===== config.mk =====
export PLATFORM = sky130hd
export DESIGN_NAME = alici_encoder_flat
export DESIGN_NICKNAME = d
export VERILOG_FILES = /design/src/rtl/alici_encoder_if.sv /design/src/rtl/alici_encoder.sv /design/src/flat_wrapper.sv
export SDC_FILE = /design/constraint.sdc
export NUM_CORES = 1
export LEC_CHECK = 0
export ABC_CLOCK_PERIOD_IN_PS = 3370
export CORE_MARGIN = 2
export CORE_UTILIZATION = 42
export DETAILED_ROUTE_END_ITERATION = 10
export GPL_ROUTABILITY_DRIVEN = 1
export PLACE_DENSITY = 0.61
export SYNTH_ARGS = -nofsm -noshare
export SYNTH_HDL_FRONTEND = slang
export SYNTH_SLANG_ARGS = --single-unit
export TNS_END_PERCENT = 10

===== constraint.sdc =====
create_clock -name clk -period 3.37 [get_ports clk]
set_input_delay 0.337 -clock clk [delete_from_list [all_inputs] [get_ports clk]]
set_output_delay 0.337 -clock clk [all_outputs]
set_load 0.005 [all_outputs]

===== src/rtl/alici_encoder_if.sv =====
`default_nettype none
// ============================================================================
// Module      : alici_encoder_if
// Description : Request/result bundle for alici_encoder. The master side
//               issues start requests with a data word and mode selects; the
//               slave side returns the result word, a done pulse and busy.
// Revision    : 1.0 - initial release
// ============================================================================
interface alici_encoder_if #(
    parameter int N = 30
) ();
    logic         basla;
    logic         mod1;
    logic         mod2;
    logic [N-1:0] gelen_veri;
    logic [N-1:0] cikan_veri;
    logic         bitti;
    logic         mesgul;

    modport master (
        output basla,
        output mod1,
        output mod2,
        output gelen_veri,
        input  cikan_veri,
        input  bitti,
        input  mesgul
    );

    modport slave (
        input  basla,
        input  mod1,
        input  mod2,
        input  gelen_veri,
        output cikan_veri,
        output bitti,
        output mesgul
    );
endinterface
`default_nettype wire


===== src/rtl/alici_encoder.sv =====
`default_nettype none
// ============================================================================
// Module      : alici_encoder
// Description : Captures an N-bit word, encodes it bit-serially (Gray or bit
//               reversal), then post-processes it bit-serially (pass-through
//               or two's-complement negate). Result is registered with a
//               one-cycle done pulse.
// Revision    : 1.0 - initial release
// ============================================================================
module alici_encoder #(
    parameter int N = 30
) (
    input  logic              clk,
    input  logic              rst,
    alici_encoder_if.slave    bus
);

    localparam int            CW   = (N > 1) ? $clog2(N) : 1;
    localparam logic [CW-1:0] LAST = CW'(N - 1);
    localparam logic [CW-1:0] ONE  = CW'(1);

    typedef enum logic [1:0] {
        IDLE = 2'd0,
        ENC  = 2'd1,
        RX   = 2'd2
    } state_t;

    state_t        state;
    state_t        state_nxt;

    logic [N-1:0]  v;
    logic          m1;
    logic          m2;
    logic [N-1:0]  w;
    logic [N-1:0]  r;
    logic [CW-1:0] i;
    logic [CW-1:0] j;
    logic          c;
    logic [N-1:0]  cikan_veri;
    logic          bitti;

    logic [N-1:0]  gray;
    logic [N-1:0]  rev;
    logic          enc_last;
    logic          rx_last;
    logic          neg_bit;

    // Gray code of the captured word; bit N-1 sees an implicit 0 above it.
    assign gray = v ^ (v >> 1);

    generate
        for (genvar k = 0; k < N; k++) begin : g_rev
            assign rev[k] = v[N-1-k];
        end
    endgenerate

    assign enc_last = (i == '0);
    assign rx_last  = (j == LAST);
    assign neg_bit  = ~w[j] ^ c;

    assign bus.cikan_veri = cikan_veri;
    assign bus.bitti      = bitti;
    assign bus.mesgul     = (state != IDLE);

    // State register.
    always_ff @(posedge clk) begin
        if (rst) begin
            state <= IDLE;
        end else begin
            state <= state_nxt;
        end
    end

    // Next-state logic: capture in IDLE, N encode edges, then 1 or N receive edges.
    always_comb begin
        state_nxt = state;
        case (state)
            IDLE: begin
                if (bus.basla) begin
                    state_nxt = ENC;
                end
            end
            ENC: begin
                if (enc_last) begin
                    state_nxt = RX;
                end
            end
            RX: begin
                if (!m2 || rx_last) begin
                    state_nxt = IDLE;
                end
            end
            default: begin
                state_nxt = IDLE;
            end
        endcase
    end

    // Datapath: operand capture, serial encode (MSB first), serial negate (LSB first).
    always_ff @(posedge clk) begin
        if (rst) begin
            v          <= '0;
            m1         <= 1'b0;
            m2         <= 1'b0;
            w          <= '0;
            r          <= '0;
            i          <= '0;
            j          <= '0;
            c          <= 1'b0;
            cikan_veri <= '0;
            bitti      <= 1'b0;
        end else begin
            bitti <= 1'b0;
            case (state)
                IDLE: begin
                    if (bus.basla) begin
                        v  <= bus.gelen_veri;
                        m1 <= bus.mod1;
                        m2 <= bus.mod2;
                        w  <= '0;
                        r  <= '0;
                        i  <= LAST;
                        j  <= '0;
                    end
                end
                ENC: begin
                    w[i] <= m1 ? rev[i] : gray[i];
                    if (enc_last) begin
                        c <= 1'b1;
                        j <= '0;
                    end else begin
                        i <= i - ONE;
                    end
                end
                RX: begin
                    if (!m2) begin
                        cikan_veri <= w;
                        bitti      <= 1'b1;
                    end else begin
                        r[j] <= neg_bit;
                        c    <= ~w[j] & c;
                        if (rx_last) begin
                            // Top bit is folded in directly; the final carry is dropped.
                            cikan_veri <= {neg_bit, r[N-2:0]};
                            bitti      <= 1'b1;
                        end else begin
                            j <= j + ONE;
                        end
                    end
                end
                default: begin
                end
            endcase
        end
    end

endmodule
`default_nettype wire

===== src/flat_wrapper.sv =====
// flat-port wrapper written by rule: the top's interface ports become plain ports
module alici_encoder_flat 
#(
    parameter int N = 30
)
  (clk, rst, bus_basla, bus_mod1, bus_mod2, bus_gelen_veri, bus_cikan_veri, bus_bitti, bus_mesgul);
  alici_encoder_if #(.N(N)) bus_i ();
  input  logic clk;
  input  logic rst;
  input wire logic [$bits(bus_i.basla)-1:0] bus_basla;
  input wire logic [$bits(bus_i.mod1)-1:0] bus_mod1;
  input wire logic [$bits(bus_i.mod2)-1:0] bus_mod2;
  input wire logic [$bits(bus_i.gelen_veri)-1:0] bus_gelen_veri;
  output wire logic [$bits(bus_i.cikan_veri)-1:0] bus_cikan_veri;
  output wire logic [$bits(bus_i.bitti)-1:0] bus_bitti;
  output wire logic [$bits(bus_i.mesgul)-1:0] bus_mesgul;
  assign bus_i.basla = bus_basla;
  assign bus_i.mod1 = bus_mod1;
  assign bus_i.mod2 = bus_mod2;
  assign bus_i.gelen_veri = bus_gelen_veri;
  assign bus_cikan_veri = bus_i.cikan_veri;
  assign bus_bitti = bus_i.bitti;
  assign bus_mesgul = bus_i.mesgul;
  alici_encoder #(.N(N)) u_core (.clk(clk), .rst(rst), .bus(bus_i));
endmodule

# Word-level counts from Yosys, hierarchy flattened
# Cells that the tools add are included.
dict set report word_totals {
  regBits 136
  input_bits 35
  out_inout_bits 32
}
dict set report classes {
  add_sub_neg 2
  order_cmp 4
  eq_ne 10
  muxes 36
  n_bitwise 5
  reduce_logical 20
}
# operator count
set ops {}
lappend ops {{30-bit two-way mux} 4}
lappend ops {{30-bit one-hot mux with 2 select lines} 2}
lappend ops {{30-bit bitwise mux} 2}
lappend ops {{5-bit two-way mux} 6}
lappend ops {{30-bit by 29-bit XOR with 30-bit output} 1}
lappend ops {{1-bit binary-select mux with 5-bit select} 3}
lappend ops {{5-bit one-hot mux with 3 select lines} 1}
lappend ops {{5-bit by 6-bit less-than comparator with 1-bit output (second input constant)} 2}
lappend ops {{3-bit AND reduction} 4}
lappend ops {{1-bit demux with 5-bit select} 2}
lappend ops {{5-bit by 1-bit >= comparator with 1-bit output (second input constant)} 2}
lappend ops {{1-bit two-way mux} 10}
lappend ops {{5-bit one-hot mux with 2 select lines} 1}
lappend ops {{2-bit inequality test (second input constant)} 4}
lappend ops {{2-bit nonzero test} 4}
lappend ops {{2-bit two-way mux} 3}
lappend ops {{2-bit by 1-bit inequality test with 1-bit output (second input constant)} 3}
lappend ops {{2-bit one-hot mux with 3 select lines} 1}
lappend ops {{2-bit AND reduction} 3}
lappend ops {{5-bit by 1-bit adder with 5-bit output (second input constant)} 1}
lappend ops {{5-bit == test (second input constant)} 1}
lappend ops {{5-bit zero test} 1}
lappend ops {{5-bit AND reduction} 1}
lappend ops {{5-bit by 1-bit subtractor with 5-bit output (second input constant)} 1}
lappend ops {{other kinds (12)} 14}

# Logic depth before layout (Yosys ltp)
# Gate-level depths: netlist (run 1).
dict set report depth {
  word_depth 7
  depth_mapped 13
  mapped_depth_nobuf 10
}

# Worst setup path after synthesis (run 1)
# OpenSTA, ideal clock, no wires.
dict set report synth_timing {
  path_kind {reg-to-reg}
  from {register u_core.j[0]}
  to {register u_core.r[24]}
  t_arrival_ns 2.588
  t_required_ns 3.238
  setup_slack_ns 0.650
  path_stages_with_launch 13
  path_buffers 3
  synth_period_minus_slack_ns 2.720
  cell_sequence {dfxtp_1 -> clkbuf_1 -> clkbuf_1 -> mux2_1 -> a22oi_1 -> a21oi_1 -> a221oi_1 -> o211a_1 -> ha_1 -> and3_1 -> clkbuf_1 -> nand2_1 -> a21oi_1}
}
dict set report synth_via {
  elab_chain_len 7
  word_cells_on_any_way 12
  classes_between {2 x order compare; 7 x mux; 2 x bitwise; 1 x reduce/logical}
}
# item line_no
set synth_rtl {}
lappend synth_rtl {{from (decl)} alici_encoder.sv:37} ;# logic [CW-1:0] j;
lappend synth_rtl {{from (signal assigned)} alici_encoder.sv:147} ;# j <= j + ONE;
lappend synth_rtl {{5-bit by 6-bit less-than comparator with 1-bit output (not written as such), or another cell as far along} alici_encoder.sv:140} ;# r[j] <= neg_bit;
lappend synth_rtl {{1-bit logical AND (not written as such) or 1-bit two-way mux (tied branches)} {alici_encoder.sv:140, alici_encoder.sv:59}}
lappend synth_rtl {{1-bit two-way mux (not written as such) or 1-bit NOT (tied branches)} {alici_encoder.sv:140, alici_encoder.sv:59}}
lappend synth_rtl {{1-bit demux with 5-bit select or 1-bit XOR (tied branches)} n/a}
lappend synth_rtl {{30-bit bitwise mux *} alici_encoder.sv:140}
lappend synth_rtl {{30-bit two-way mux *} alici_encoder.sv:136} ;# if (!m2) begin
lappend synth_rtl {{30-bit one-hot mux with 2 select lines *} alici_encoder.sv:114} ;# case (state)
lappend synth_rtl {{to (signal, indexed assignment)} alici_encoder.sv:140}
lappend synth_rtl {{to (decl)} alici_encoder.sv:35} ;# logic [N-1:0] r;
# Every way passes the cells marked *; elsewhere a longest branch is shown, timed or not. The select of a mux whose other input is x is not followed.
# A chain may end at the register's enable or synchronous reset.

# Worst setup path in the final report (run 1)
dict set report layout_timing {
  from {register u_core.j[3]}
  to {register u_core.r[21]}
}
# Same word-level chain as after synthesis.

==> results of run 1 <==
## path summary, 6_finish.rpt
check | startpoint | depth (start not counted) | to | slack, ns
setup / recovery | u_core.j[3] | 10 | u_core.r[21] | 0.66
hold / removal | rst | 2 | u_core.state[0] | 0.35
setup reg to reg | u_core.j[3] | 10 | u_core.r[21] | 0.66
hold reg to reg | u_core.r[12] | 2 | u_core.r[12] | 0.48
## cells in the mapped netlist, drive strengths merged (2+ instances only)
master / count / area (um^2)
a32o: 3 / 30.0
a211oi: 33 / 248
nor2b: 2 / 12.5
a221oi: 2 / 23.8
xor2: 5 / 43.8
nor2: 53 / 199
o211ai: 2 / 15.0
mux4: 6 / 135
mux2i: 52 / 521
a22oi: 3 / 27.5
and3: 8 / 50.1
clkbuf: 61 / 229
nand2: 147 / 552
mux2: 7 / 78.8
xnor2: 14 / 123
nor3: 15 / 75.1
o21ai: 35 / 175
o31ai: 31 / 383
a31oi: 2 / 12.5
nand3: 30 / 150
buf: 12 / 97.6
o221ai: 2 / 17.5
a21oi: 99 / 495
dfxtp: 135 / 2700
inv: 7 / 26.3
nor3b: 2 / 15.0
nand4: 2 / 12.5
a21boi: 3 / 26.3
ha: 9 / 113
and2: 6 / 37.5
nand2b: 6 / 37.5
## power groups by stage
| stage | clock network [W] | registers (W) | logic [W] |
|---|---|---|---|
| after global placement | 0 | 0.00177 | 0.000692 |
| after floorplan | 0 | 0.00174 | 0.000564 |
| after CTS | 0.00185 | 0.00174 | 0.000706 |
| after detailed placement | 0 | 0.00177 | 0.000704 |
| final | 0.00182 | 0.00174 | 0.000703 |
| after global routing | 0.00192 | 0.00175 | 0.000778 |
## cell families after synthesis
kind of cell / Yosys count / synth area share
AND/OR/NAND/NOR: 274 / 0.172
AO/OA/AOI/OAI: 222 / 0.227
flip-flops: 135 / 0.399
buffers and inverters: 81 / 0.0527
multiplexers: 65 / 0.109
XOR/XNOR: 19 / 0.0246
adder cells (fa/ha/maj): 9 / 0.0166
## per-layer routing
metal / vias to the layer above / share of wire
li1: 2897 / -
met1: 2702 / 0.45
met2: 190 / 0.47
met3: 45 / 0.048
met4: 0 / 0.033
met5: - / 0
## registers in the layout, summed over array words and instances (netlist names)
signal                 flops
u_core.m2                  1
u_core.i                   5
u_core.v                  30
u_core.j                   5
u_core.bus.cikan_veri     30
u_core.state               2
u_core.bus.bitti           1
u_core.r                  29
u_core.w                  30
u_core.m1                  1
u_core.c                   1
## through the flow
step,setup WS [ns],util,instances,area (um^2)
3_3_place_gp,0.764,0.475,1032,7510
3_5_place_dp,0.742,0.475,1032,7510
2_1_floorplan,0.650,-,805,6770
4_1_cts,0.722,0.511,1064,8100
6_report,0.658,0.511,1064,8100
5_1_grt,0.503,0.511,1064,8100
## final cells by class
type	instances	area share
Clock inverter	13	0.0161
Tap cell	216	0.0334
Clock buffer	19	0.0560
Multi-Input combinational cell	589	0.459
Inverter	8	0.00371
Sequential cell	135	0.334
Timing Repair Buffer	84	0.0980
==> flow_summary.toml, run 1 <==
[sta]
rsz0062_at_grt = "no"
finalCritPeriodShare = 0.805
maxSlewHeadroom = 0.437
fmax_mhz = 369
post-route-min-period_ns = 2.71
worst_pin_slew_ns = 0.838
hold_ws_ns = 0.354
setup_viol_count_final = 0
tns_ns = 0
timing.final.max_slew_violations = 0
final-hold-violation-count = 0
finalClockSkew_ns = 0.00598

[pwr]
p_sw_frac = 0.282
clkPwrFrac = 0.428
p_leak_nw = 2.74
share_comb_of_total_power = 0.165
ir_drop_v = 0.000352
power.total_w = 0.00426
powerDensity_nw_per_um2 = 526
p_sw_w = 0.00120
share_seq_of_total_power = 0.408
internal-power_w = 0.00306

[critical_path]
path_max_fanout = 10
critPathTopFamily = "compound AO/OA/AOI/OAI gates"
critPathMaxStageDelay_ns = 0.48
endpoint_kind = "register"
cp_slowest_cell = "dfxtp_1"
crit_chain = "inv_1 -> and3_1 -> a22oi_1 -> a21oi_1 -> a221oi_1 -> o211a_1 -> ha_1 -> and3_1 -> nand2_1 -> a21oi_1"
worstPathRequired_ns = 3.72
arrival_ns = 3.06
critPathKind = "reg2reg"
crit_buf_inv = 1
worstSetupStartpointType = "register"

[synth]
syn_area_per_cell_um2 = 8.41
synth_ff_type = "dfxtp_1"
ys_ff_latch = 135
synth.distinct_cells = 54
yosys_warnings = 0
synth_area_um2 = 6770
synthArstFlopShare = 0
synth_edf_count = 0
syn_nets = 849
ys_seq_area_frac = 0.399
syn_inst = 805

[global_routing]
gr-total-overflow = 0
grt_use_total = 0.209
grt.busiest_layer = "met2"
grt_start_max_net_pins = 61
use_met2 = 0.335
grt_pass1_wl_mm = 27.9
antenna_found_initial = 0
first_global_vias = 5604
met3_usage = 0.0423
grt_use_met1 = 0.267

[clocking]
numCtsBuffers = 17
postCtsSetupRepairBufs = 0
cts.htree.levels = 4
cts.root.buffer_cell = "clkbuf_16"
cts_hold_buf = 0
clk_latency_ns = 0.42
path_clk_slew_ns = 0.06
cts_sinks = 135
post_cts_resized = 0
cts_tree = "done"
clock_path_buffers = 2

[route]
drtIter0Drc = 427
detail_route.wl_per_cell_um = 16.0
vias_per_cell = 5.48
first_pass_iters = 5
totalWireLength_mm = 17.0
drc = 0
vias = 5834
ant_nets = 0

[floorplanning]
core_area_um2 = 15800
fp.dieArea_um2 = 17100
start_util = 0.428
die_h_um = 131
dieWidth_um = 131
io_pins = 67
rows = 46

[placed_design]
gp_congestion = 0.916
portBuffers = 66
dp_hpwl_mm = 11.9

[flow_run]
drv_cap = 0

[cells_and_area]
layout.nets = 879
area_growth_pct = 19.6
seqCellArea_um2 = 2700
layout-drive-gt1-share = 0.118
final_common_cell = "nand2_1"
layout_common_cells = "nand2_1 (147), dfxtp_1 (134), a21oi_1 (99), clkdlybuf4s50_1 (65)"
antenna_cells = 0
multi_input_area_um2 = 3710
nFillCells = 1486

[min_path]
hold_class = "in2reg"

[status]
status = "finished, final reports clean"
No activity file was read; power rests on OpenSTA's default activity.
==> run 2, diff against run 1 <==
ABC_CLOCK_PERIOD_IN_PS = 2700   (was 3370)
clock period = 2.7 ns   (was 3.37 ns; I/O delays follow)
==> run 2 against run 1 <==
Compared with the run above: non-clock buffer count grew 7; clock skew rose by 0.0018 ns; worst hold slack got worse by 0.059 ns; global-route usage decreased by 0.063 points; largest cell class unchanged; combinational power up 36%; sequential share of layout area decreased by 0.42 points.
==> flow_summary.toml, run 2 (synthesized netlist as in run 1, its figures left out) <==
[status]
status = "finished, final reports clean"

[flow_run]
drv_cap = 0

[critical_path]
worstReg2RegStart = "u_core.j[0]"
worstReg2RegEnd = "u_core.r[8]"
reg2regPathDepth = 8
worstSetupStartpointType = "register"
path_max_fanout = 11
worstPathRequired_ns = 2.97
critPathKind = "reg2reg"
endpoint_kind = "register"
rrSetupSlack_ns = 0.20
arrival_ns = 2.76

[cells_and_area]
final_util = 0.518
antenna_cells = 0
seqCellArea_um2 = 2710
final_common_cell = "nand2_1"
layout.nets = 887
final_cell_area_um2 = 8200
nFillCells = 1478
layout_common_cells = "nand2_1 (147), dfxtp_1 (133), a21oi_1 (99), clkdlybuf4s50_1 (65)"
layout-drive-gt1-share = 0.129
top_regs = "u_core.bus.cikan_veri: 30 flops, u_core.v: 30 flops, u_core.w: 30 flops"
area_growth_pct = 21.2
multi_input_area_um2 = 3730

[clocking]
path_clk_slew_ns = 0.06
postCtsSetupRepairBufs = 0
clock_path_buffers = 2
cts.htree.levels = 4
cts_sinks = 135
post_cts_resized = 0
clk_latency_ns = 0.42
cts.root.buffer_cell = "clkbuf_16"
cts_tree = "done"
numCtsBuffers = 17
cts_hold_buf = 0

[route]
ant_nets = 0
top_layer_used = "met4"
drc = 0
first_pass_iters = 5
wl_met2_mm = 8.32
wl_met3_mm = 1.03
vias_per_cell = 5.50
wl_met1_mm = 7.44
detail_route.wl_per_cell_um = 16.0
totalWireLength_mm = 17.2
drtIter0Drc = 445
vias = 5897

[floorplanning]
fp.dieArea_um2 = 17100
core_area_um2 = 15800
io_pins = 67
start_util = 0.428
dieWidth_um = 131
rows = 46
die_h_um = 131

[sta]
tns_ns = 0
setup_ws_ns = 0.204
final-hold-violation-count = 0
timing.final.max_slew_violations = 0
rsz0062_at_grt = "no"
post-route-min-period_ns = 2.50
finalCritPeriodShare = 0.924
maxSlewHeadroom = 0.249
worst_pin_slew_ns = 1.13
setup_viol_count_final = 0
finalClockSkew_ns = 0.00775
fmax_mhz = 401

[min_path]
holdPathStages = 2
hold_end = "u_core.i[0]"
hold_class = "in2reg"
min-delay-start = "rst"

[global_routing]
first_global_vias = 5612
grt_start_max_net_pins = 63
grt_pass1_wl_mm = 27.9
antenna_found_initial = 0
gr-total-overflow = 0
grt_use_total = 0.208

[placed_design]
dpl_worst_slack_ns = 0.112
placed_cell_area_um2 = 7590
dp_hpwl_mm = 12.1
gp_congestion = 0.908
portBuffers = 66

[pwr]
powerDensity_nw_per_um2 = 660
power.total_w = 0.00542
ir_drop_v = 0.000576
p_leak_nw = 2.80
==> run 2: cell types whose count changed in the layout (fill, tap and decap cells not counted), sizes merged <==
cell / change
buf: +7
clkinv: -4
clkbuf: +6
nor2: +1
clkinvlp: -2
==> run 2: per-stage QoR <==
step	hold WS [ns]	cells
6_report	0.295	1072
5_1_grt	0.295	1072
4_1_cts	0.286	1071
3_5_place_dp	0.465	1039
3_3_place_gp	0.455	1039
2_1_floorplan	0.406	805
==> run 2: final cells by class <==
class                           instances  area share
Inverter                                8     0.00366
Clock buffer                           25      0.0616
Tap cell                              216      0.0330
Multi-Input combinational cell        590       0.455
Clock inverter                          7      0.0111
Timing Repair Buffer                   91       0.106
Sequential cell                       135       0.330
==> run 2: worst max-delay path by stage <==
stage | startpoint | end | slack [ns] | depth (start not counted)
final | u_core.j[0] | u_core.r[8] | 0.20 | 8
after global routing | u_core.j[1] | u_core.bus.cikan_veri[13] | 0.01 | 6
after CTS | u_core.j[3] | u_core.r[19] | 0.1 | 10
after detailed placement | u_core.j[3] | u_core.r[19] | 0.11 | 10
after global placement | u_core.j[3] | u_core.r[14] | 0.18 | 10
after floorplan | u_core.j[0] | u_core.r[24] | 0.11 | 12
==> run 2: power by group <==
| group | internal, W | total (W) | switching (W) |
|---|---|---|---|
| sequential | 0.00207 | 0.00215 | 0.0000775 |
| clock | 0.00148 | 0.00231 | 0.000832 |
| combinational | 0.000388 | 0.000954 | 0.000567 |
==> run 2: worst max-delay path, stage by stage (launching register included) <==
cell,delay [ns]
dfxtp_1,0.33
buf_4,0.21
mux4_2,0.54
a221oi_1,0.30
o211a_1,0.21
ha_1,0.28
and3_1,0.30
nand2_1,0.11
a21oi_1,0.07
==> run 2: routing by layer <==
metal  vias to the layer above  global-route usage
li1                       2908                   -
met1                      2768               0.256
met2                       191               0.350
met3                        30              0.0582
met4                         0              0.0738
met5                         -                   0
==> run 3, diff against run 2 <==
GPL_ROUTABILITY_DRIVEN = unset   (was 1)
==> results of run 3 <==
The final DEF is identical to that of run 2; final timing and power are the same.
